### src/rtl/hazard_ctrl_pkg.sv
// rtl/hazard_ctrl_pkg.sv - shared widths, ctrl bit positions, stage records and forwarding encodings
package hazard_ctrl_pkg;

   // Register index width and per-stage control widths
   localparam int REG_W      = 5;
   localparam int EX_CTRL_W  = 7;
   localparam int MEM_CTRL_W = 4;
   localparam int WB_CTRL_W  = 2;
   localparam int CNT_W      = 16;

   // Decoded ID control layout {ALUOp[1:0], ALUSrc, RegWrite, MemtoReg, MemRead, MemWrite}
   localparam int CTRL_ALUOP_HI = 6;
   localparam int CTRL_ALUOP_LO = 5;
   localparam int CTRL_ALUSRC   = 4;
   localparam int CTRL_REGWRITE = 3;
   localparam int CTRL_MEMTOREG = 2;
   localparam int CTRL_MEMREAD  = 1;
   localparam int CTRL_MEMWRITE = 0;

   // MEM stage control layout {RegWrite, MemtoReg, MemRead, MemWrite}
   localparam int MEM_REGWRITE = 3;
   localparam int MEM_MEMTOREG = 2;
   localparam int MEM_MEMREAD  = 1;
   localparam int MEM_MEMWRITE = 0;

   // WB stage control layout {RegWrite, MemtoReg}
   localparam int WB_REGWRITE = 1;
   localparam int WB_MEMTOREG = 0;

   // EX operand source select
   typedef enum logic [1:0] {
      FWD_REG = 2'b00,
      FWD_WB  = 2'b01,
      FWD_MEM = 2'b10
   } fwdSel_e;

   typedef struct packed {
      logic [EX_CTRL_W-1:0] ctrl;
      logic [REG_W-1:0]     rd;
      logic [REG_W-1:0]     rs1;
      logic [REG_W-1:0]     rs2;
   } exStage_t;

   typedef struct packed {
      logic [MEM_CTRL_W-1:0] ctrl;
      logic [REG_W-1:0]      rd;
   } memStage_t;

   typedef struct packed {
      logic [WB_CTRL_W-1:0] ctrl;
      logic [REG_W-1:0]     rd;
   } wbStage_t;

   // A producer index matches a consumer index only when it is not x0
   function automatic logic regMatch(input logic [REG_W-1:0] rd, input logic [REG_W-1:0] rs);
      return (rd != '0) && (rd == rs);
   endfunction

endpackage

### src/rtl/hazard_ctrl_forward_unit.sv
// rtl/hazard_ctrl_forward_unit.sv - combinational EX operand forwarding select
module forward_unit
   import hazard_ctrl_pkg::*;
(
   input  logic             memRegWrite,
   input  logic [REG_W-1:0] memRd,
   input  logic             wbRegWrite,
   input  logic [REG_W-1:0] wbRd,
   input  logic [REG_W-1:0] exRs1,
   input  logic [REG_W-1:0] exRs2,
   output logic [1:0]       forwardA,
   output logic [1:0]       forwardB
);

   // MEM is the younger producer, so it is checked first
   function automatic fwdSel_e selectFwd(input logic [REG_W-1:0] rs);
      if (memRegWrite && regMatch(memRd, rs)) begin
         return FWD_MEM;
      end
      if (wbRegWrite && regMatch(wbRd, rs)) begin
         return FWD_WB;
      end
      return FWD_REG;
   endfunction

   // Pick the operand source for both EX read ports
   always_comb begin
      forwardA = selectFwd(exRs1);
      forwardB = selectFwd(exRs2);
   end

endmodule

### src/rtl/hazard_ctrl.sv
// rtl/hazard_ctrl.sv - pipeline control registers, load-use stall, branch flush and forwarding
module hazard_ctrl
   import hazard_ctrl_pkg::*;
(
   input  logic                 clk_i,
   input  logic                 rst_i,
   input  logic [EX_CTRL_W-1:0] id_ctrl_i,
   input  logic [REG_W-1:0]     id_rs1_i,
   input  logic [REG_W-1:0]     id_rs2_i,
   input  logic [REG_W-1:0]     id_rd_i,
   input  logic                 id_branch_taken_i,
   output logic                 noop_o,
   output logic                 pc_write_o,
   output logic                 ifid_write_o,
   output logic                 ifid_flush_o,
   output logic [2:0]           ex_ctrl_o,
   output logic [1:0]           mem_ctrl_o,
   output logic [1:0]           wb_ctrl_o,
   output logic [REG_W-1:0]     ex_rd_o,
   output logic [REG_W-1:0]     mem_rd_o,
   output logic [REG_W-1:0]     wb_rd_o,
   output logic [1:0]           forward_a_o,
   output logic [1:0]           forward_b_o,
   output logic [CNT_W-1:0]     stall_cnt_o
);

   exStage_t         exQ;
   memStage_t        memQ;
   wbStage_t         wbQ;
   logic [CNT_W-1:0] stallCnt;
   logic             hazard;

   // Load in EX whose destination is read by the instruction in ID
   always_comb begin
      hazard = exQ.ctrl[CTRL_MEMREAD]
             & (regMatch(exQ.rd, id_rs1_i) | regMatch(exQ.rd, id_rs2_i));
   end

   // Front-end enables; reset freezes the front end, a stall beats a flush
   always_comb begin
      if (rst_i) begin
         noop_o       = 1'b1;
         pc_write_o   = 1'b0;
         ifid_write_o = 1'b0;
         ifid_flush_o = 1'b0;
      end else begin
         noop_o       = hazard;
         pc_write_o   = ~hazard;
         ifid_write_o = ~hazard;
         ifid_flush_o = id_branch_taken_i & ~hazard;
      end
   end

   // Stage registers advance every cycle; a stall inserts a bubble into EX
   always_ff @(posedge clk_i) begin
      if (rst_i) begin
         exQ  <= '0;
         memQ <= '0;
         wbQ  <= '0;
      end else begin
         if (hazard) begin
            exQ <= '0;
         end else begin
            exQ.ctrl <= id_ctrl_i;
            exQ.rd   <= id_rd_i;
            exQ.rs1  <= id_rs1_i;
            exQ.rs2  <= id_rs2_i;
         end
         memQ.ctrl <= {exQ.ctrl[CTRL_REGWRITE], exQ.ctrl[CTRL_MEMTOREG],
                       exQ.ctrl[CTRL_MEMREAD], exQ.ctrl[CTRL_MEMWRITE]};
         memQ.rd   <= exQ.rd;
         wbQ.ctrl  <= {memQ.ctrl[MEM_REGWRITE], memQ.ctrl[MEM_MEMTOREG]};
         wbQ.rd    <= memQ.rd;
      end
   end

   // Saturating count of load-use stall cycles
   always_ff @(posedge clk_i) begin
      if (rst_i) begin
         stallCnt <= '0;
      end else if (hazard && (stallCnt != '1)) begin
         stallCnt <= stallCnt + 1'b1;
      end
   end

   assign ex_ctrl_o   = {exQ.ctrl[CTRL_ALUOP_HI:CTRL_ALUOP_LO], exQ.ctrl[CTRL_ALUSRC]};
   assign mem_ctrl_o  = {memQ.ctrl[MEM_MEMREAD], memQ.ctrl[MEM_MEMWRITE]};
   assign wb_ctrl_o   = {wbQ.ctrl[WB_REGWRITE], wbQ.ctrl[WB_MEMTOREG]};
   assign ex_rd_o     = exQ.rd;
   assign mem_rd_o    = memQ.rd;
   assign wb_rd_o     = wbQ.rd;
   assign stall_cnt_o = stallCnt;

   forward_unit uForward (
      .memRegWrite (memQ.ctrl[MEM_REGWRITE]),
      .memRd       (memQ.rd),
      .wbRegWrite  (wbQ.ctrl[WB_REGWRITE]),
      .wbRd        (wbQ.rd),
      .exRs1       (exQ.rs1),
      .exRs2       (exQ.rs2),
      .forwardA    (forward_a_o),
      .forwardB    (forward_b_o)
   );

endmodule

### config.mk
export PLATFORM = sky130hd
export DESIGN_NAME = hazard_ctrl
export DESIGN_NICKNAME = d
export VERILOG_FILES = /design/src/rtl/hazard_ctrl_pkg.sv /design/src/rtl/hazard_ctrl_forward_unit.sv /design/src/rtl/hazard_ctrl.sv
export SDC_FILE = /design/constraint.sdc
export NUM_CORES = 1
export LEC_CHECK = 0
export BUFFER_PORTS_ARGS = -buffer_cell sky130_fd_sc_hd__buf_4
export CORE_MARGIN = 5
export CORE_UTILIZATION = 53
export CTS_BUF_LIST = sky130_fd_sc_hd__clkbuf_8
export DETAILED_ROUTE_END_ITERATION = 10
export PLACE_DENSITY = 0.92
export SKIP_CTS_REPAIR_TIMING = 1
export SLEW_MARGIN = 10
export SYNTH_ARGS = -nofsm -noshare
export SYNTH_HDL_FRONTEND = slang
export SYNTH_SLANG_ARGS = --single-unit
### constraint.sdc
create_clock -name clk_i -period 2.3 [get_ports clk_i]
set_input_delay 0.46 -clock clk_i [delete_from_list [all_inputs] [get_ports clk_i]]
set_output_delay 0.46 -clock clk_i [all_outputs]
set_load 0.005 [all_outputs]
# Yosys cells after proc, flatten, opt, wreduce, memory -nomap -nowiden
# Cells that the tools add are included.
[op_classes]
add_sub_neg = 1
multipliers = 0
n_div = 0
n_lt_le_gt_ge = 0
eq_ne = 7
shifts = 0
mux = 17
n_bitwise = 4
reduce_logical = 15
[op_table]
columns = ["operator", "n"]
rows = [
  ["5-bit == test", 6],
  ["16-bit by 1-bit adder with 16-bit output (second input constant)", 1],
  ["2-bit 2-to-1 mux", 8],
  ["16-bit != test (second input constant)", 1],
  ["5-bit nonzero test", 3],
  ["1-bit logical AND", 11],
  ["1-bit 2-to-1 mux", 9],
  ["1-bit bitwise AND", 2],
  ["2-bit OR reduction", 1],
  ["1-bit NOT", 1],
  ["1-bit bitwise OR", 1],
]
[totals]
register_bits = 54
latch_bits = 0
mem_bits_rw = 0
mem_bits_ro = 0
in_bits = 25
out_inout_bits = 46
word_cells = 53
n_memories = 0

# Depth between registers and ports, before layout
[logic_depth]
depth_word = 7
depth_mapped = 7
mapped_depth_nobuf = 6

# Modules after synthesis
# A second synthesis with hierarchy kept.
[unflattened]
hier_cells = 254
hier_area_um2 = 2443.6
[modules_own_cells]
columns = ["mod", "instances", "cells_per_inst", "area_each_um2"]
rows = [
  ["hazard_ctrl", 1, 220, 2173.3],
  ["forward_unit", 1, 34, 270.3],
]

# Least setup slack after synthesis
# OpenSTA, ideal clock, no wires.
[synth_timing]
kind = "flip-flop to output port"
start = "reg exQ (netlist bit ex_rd_o[1])"
end = "out ifid_flush_o"
arrival_ps = 1760
required_ps = 1840
setup_slack_ps = 80
stages_incl_launch_ff = 6
path_cell_list = "dfxtp_1 > or4_1 > o21ai_1 > o21ba_2 > buf_2 > and2_1"
[synth_between]
elab_chain_cells = 7
elab_cells_between_ends = 10
classes_between = "eq/ne: 2; mux: 1; bitwise: 4; reduce/logical: 3"
[synth_rtl]
columns = ["item", "line_no", "source"]
rows = [
  ["start, declared", "hazard_ctrl.sv:27", "exStage_t exQ;"],
  ["5-bit == test or 5-bit nonzero test (tied branches)", "hazard_ctrl_pkg.sv:56", "return (rd != '0) && (rd == rs);"],
  ["1-bit logical AND", "hazard_ctrl_pkg.sv:56", ""],
  ["1-bit bitwise OR *", "hazard_ctrl.sv:36", "& (regMatch(exQ.rd, id_rs1_i) | regMatch(exQ.rd, id_rs2_i));"],
  ["1-bit bitwise AND *", "hazard_ctrl.sv:36", ""],
  ["1-bit NOT *", "hazard_ctrl.sv:50", "ifid_flush_o = id_branch_taken_i & ~hazard;"],
  ["1-bit bitwise AND *", "hazard_ctrl.sv:50", ""],
  ["1-bit 2-to-1 mux *", "hazard_ctrl.sv:41", "if (rst_i) begin"],
  ["end, declared", "hazard_ctrl.sv:15", "output logic ifid_flush_o,"],
]
# Mark *: on every way between the ends. The rest lies on a longest branch, timed or not.

# Worst setup path in the final report
[layout_timing]
start = "reg wbQ (netlist bit wb_rd_o[0])"
end = "out forward_b_o[0]"
[layout_between]
elab_chain_cells = 7
elab_cells_between_ends = 9
classes_between = "eq/ne: 1; mux: 5; reduce/logical: 3"
[layout_rtl]
columns = ["item", "line_no", "source"]
rows = [
  ["start, declared", "hazard_ctrl.sv:29", "wbStage_t wbQ;"],
  ["5-bit == test or 5-bit nonzero test (tied branches)", "hazard_ctrl_pkg.sv:56", ""],
  ["1-bit logical AND *", "hazard_ctrl_pkg.sv:56", ""],
  ["1-bit logical AND *", "hazard_ctrl_forward_unit.sv:20", "if (wbRegWrite && regMatch(wbRd, rs)) begin"],
  ["1-bit 2-to-1 mux (2 in series)", "hazard_ctrl_forward_unit.sv:20", ""],
  ["2-bit 2-to-1 mux *", "hazard_ctrl_forward_unit.sv:23", "return FWD_REG;"],
  ["2-bit 2-to-1 mux *", "hazard_ctrl_forward_unit.sv:20", ""],
  ["end, declared", "hazard_ctrl.sv:23", "output logic [1:0] forward_b_o,"],
]
# Mark *: on every way between the ends. The rest lies on a longest branch, timed or not. The select of a mux whose other input is x is not followed.

==> metrics.log <==
[metrics] Internal: 1400 uW
[metrics] total count of hold-check failures in the final report: 0
[metrics] category of the most critical setup path: reg -> out
[metrics] CP endpoint: forward_b_o[0]
[metrics] Layout Utilization: 70.9%
[metrics] buffers added on ports: 70
[metrics] most common cell after layout, fill and taps aside: sky130_fd_sc_hd__buf_4
[metrics] clock-pin transition on the worst setup and hold timing paths: 0.09 ns
[metrics] routed vias/inst: 5.28
[metrics] most used cells in the layout excluding fill and tap cells: sky130_fd_sc_hd__buf_4 (81), sky130_fd_sc_hd__dfxtp_1 (42), sky130_fd_sc_hd__xor2_1 (24)
[metrics] antenna-violating nets left: 0
[metrics] total of endpoints with negative setup slack in the final report: 0
[metrics] clock tree from TritonCTS: built
[metrics] kind of launch point of the worst setup path: flop
[metrics] n_diodes: 0
[metrics] share of cells above drive strength 1: 36.5%
[metrics] number of global-route vias before repair: 1954
[metrics] Initial Util: 55.2%
[metrics] unrepaired setup endpoints after global routing: yes
[metrics] per-cell routed wire length: 14.8 um
[metrics] remaining routing DRC violations: 0
[metrics] clock network latency to the later pin of the worst-skew pair: 0.30 ns
[metrics] library cell used as clock root buffer: sky130_fd_sc_hd__clkbuf_8
[metrics] smallest setup slack after layout: 0.0222 ns
[metrics] half-perimeter wire length after placement: 4.17 mm
[metrics] overall power of the completed layout: 1810 uW
[metrics] buffers from clock root to sink, at most: 2
[metrics] Syn Std Cell Area: 2420 sq um
[metrics] maximum fanout encountered on the critical timing path: 4
[metrics] switching share of total power: 22.7%
[metrics] peak ir drop on the vdd network: 0.000427 V
[metrics] synthesis-stage register bit count: 54
[metrics] DR iter-0 viols: 40
[metrics] number of nets at the end of the flow: 343
[metrics] sequential power share: 54.9%
[metrics] slack of the worst reg-to-reg path: 0.14 ns
[metrics] total number of placement rows: 24
[metrics] I/O pin total: 71
[metrics] Max Clk Rate: 439 MHz
[metrics] Period Utilization, post-route: 99.0%
[metrics] net switching power: 410 uW
[metrics] number of distinct standard cells referenced by the synthesized netlist: 37
[metrics] met2 capacity usage during global routing: 34.1%
[metrics] die height: 77.6 um
[metrics] Logic pwr share: 11.2%
[metrics] Area growth, synth to finish: 28.3%
[metrics] number of max-cap violations: 0
[metrics] setup slack after placement: 0.0910 ns
[metrics] Worst R2R Path Depth: 6
[metrics] fraction of met3 tracks used by global routing: 4.75%
[metrics] Avg Cell Area, Syn: 9.49 sq um
[metrics] capturing element type of the critical path: output port
[metrics] capturing point of the worst reg2reg path: stall_cnt_o[12]
[metrics] clock sink count: 54
[metrics] leftover overflow at the end of global routing: 0
[metrics] met1 routing resource usage after global routing: 18.7%
[metrics] global-route layer with the greatest usage: met2
[metrics] CP Data Required Time: 1.84 ns
[metrics] leakage component of the power: 0.00131 uW
[metrics] overall via count from detail_route: 1954
[metrics] crit path DAT: 1.82 ns
[metrics] post-synth net total: 281
[metrics] Clk pwr share: 33.9%
[metrics] power density cells: 582 nW/um^2
[metrics] global-route usage over all layers: 17.9%
[metrics] total cell area at the placement stage: 2910 sq um
[metrics] fin area: 3110 sq um
[metrics] clock skew after layout: 0.00761 ns
[metrics] CTS H-tree depth: 2
[metrics] Detailed Routing Iterations Pass 1: 4
[metrics] reg2reg start: stall_cnt_o[0]
[metrics] run status: finished clean
[metrics] portion of the post-synthesis area used by sequential elements: 44.7%
[metrics] class of the tightest hold or removal check: in -> reg
[metrics] global-route wire length before repair: 8.85 mm
[metrics] drt total wl: 5.47 mm
[metrics] die footprint: 6020 sq um
[metrics] Final Critical Period: 2.28 ns
[metrics] number of antenna violations at the first check in global routing: 0
[metrics] CORE AREA: 4380 sq um
[metrics] weighted congestion at the end of routability-driven global placement: 0.843
[metrics] Mapped Cells: 255
[metrics] pin count of the biggest net entering global routing: 37
[metrics] minimum hold slack: 0.348 ns
[metrics] width of the chip: 77.6 um
[metrics] yosys warns: 0
[metrics] Worst slew margin: 55.4%
[metrics] Worst Tran Pin Value: 0.661 ns
[metrics] number of max-slew violations in the final report: 0
[metrics] total clock buffers created by CTS: 5
[metrics] CP Launch Point: wb_rd_o[0]
[critical path: stages (launching register included)]
cell                      delay [ns]
sky130_fd_sc_hd__dfxtp_4        0.37
sky130_fd_sc_hd__xor2_1         0.15
sky130_fd_sc_hd__or4_1          0.53
sky130_fd_sc_hd__nor4_2         0.30
sky130_fd_sc_hd__buf_4          0.16
[worst min-delay path by stage]
| stage | startpoint | to | depth (start not counted) |
|---|---|---|---|
| floorplan | exQ[17] | memQ[7] | 1 |
| global placement | exQ[17] | memQ[7] | 1 |
| detailed placement | exQ[15] | mem_ctrl_o[0] | 1 |
| CTS | id_ctrl_i[0] | exQ[15] | 2 |
| global route | id_ctrl_i[0] | exQ[15] | 2 |
| finish | id_ctrl_i[0] | exQ[15] | 2 |
[sequential cells by signal, indices dropped and copies added, names as in the netlist]
name,count
stall_cnt_o,16
exQ,14
ex_rd_o,5
mem_rd_o,5
wb_rd_o,5
ex_ctrl_o,3
memQ,2
mem_ctrl_o,2
wb_ctrl_o,2
[layer usage]
layer | vias up | part of all wire (%)
met5 | - | 0
met4 | 0 | 2.0
met3 | 10 | 5.4
met2 | 63 | 55
met1 | 888 | 38
li1 | 993 | -
[per-stage QoR]
stage	setup TNS, ns	cells
after global routing	-0.0650	370
after CTS	-0.437	368
after global placement	0	360
final	0	370
after floorplan	0	255
after detailed placement	0	360
[cells in the mapped netlist, drive strengths merged]
cell	instances	share of area, %
or4	13	4.2
and4	1	0.36
o21a	1	0.31
clkbuf	5	0.78
o21ai	6	1.4
inv	3	0.47
and2	23	5.9
a21oi	12	2.5
xor2	24	8.7
o2111ai	1	0.36
a22oi	1	0.31
o21ba	1	0.41
nand4	4	1.0
or2	1	0.26
dfxtp	54	45
or4b	3	1.2
nor4	4	1.0
nand2b	2	0.52
mux2	3	1.4
nand3	9	2.1
nor2b	19	4.9
mux2i	1	0.41
o311ai	1	0.36
nor2	13	2.0
buf	21	6.1
ha	1	0.52
or3	3	0.78
xnor2	6	2.2
nor3	4	0.83
nand2	5	0.78
o31ai	7	2.2
o41ai	3	1.1
[final cells by class]
cell class	instances	area, sq um
clock buffers	5	68.8
clock inverters	3	41.3
fillers	325	1280
inverters	3	11.3
multi-input cells	172	1210
flip-flops and latches	54	1110
well taps	52	65.1
repair buffers	81	608
[power by group through the flow]
stage | sequential, uW | combinational, uW | clock (uW)
after floorplan | 1010 | 115 | 0
after global placement | 1010 | 185 | 0
after CTS | 994 | 192 | 626
after detailed placement | 1020 | 191 | 0
after global routing | 998 | 224 | 668
final | 993 | 203 | 613
[cells by family after synthesis]
logic type | after synthesis | share of synthesized area (%)
buffers and inverters | 29 | 7.34
DFF | 54 | 44.7
xor gates and xnor gates | 30 | 10.9
AOI/OAI and AO/OA | 33 | 8.89
muxes | 4 | 1.81
adders and majority gates | 1 | 0.517
and+or+nand+nor | 104 | 25.9
Note: power is estimated with default switching activity, not from simulation.
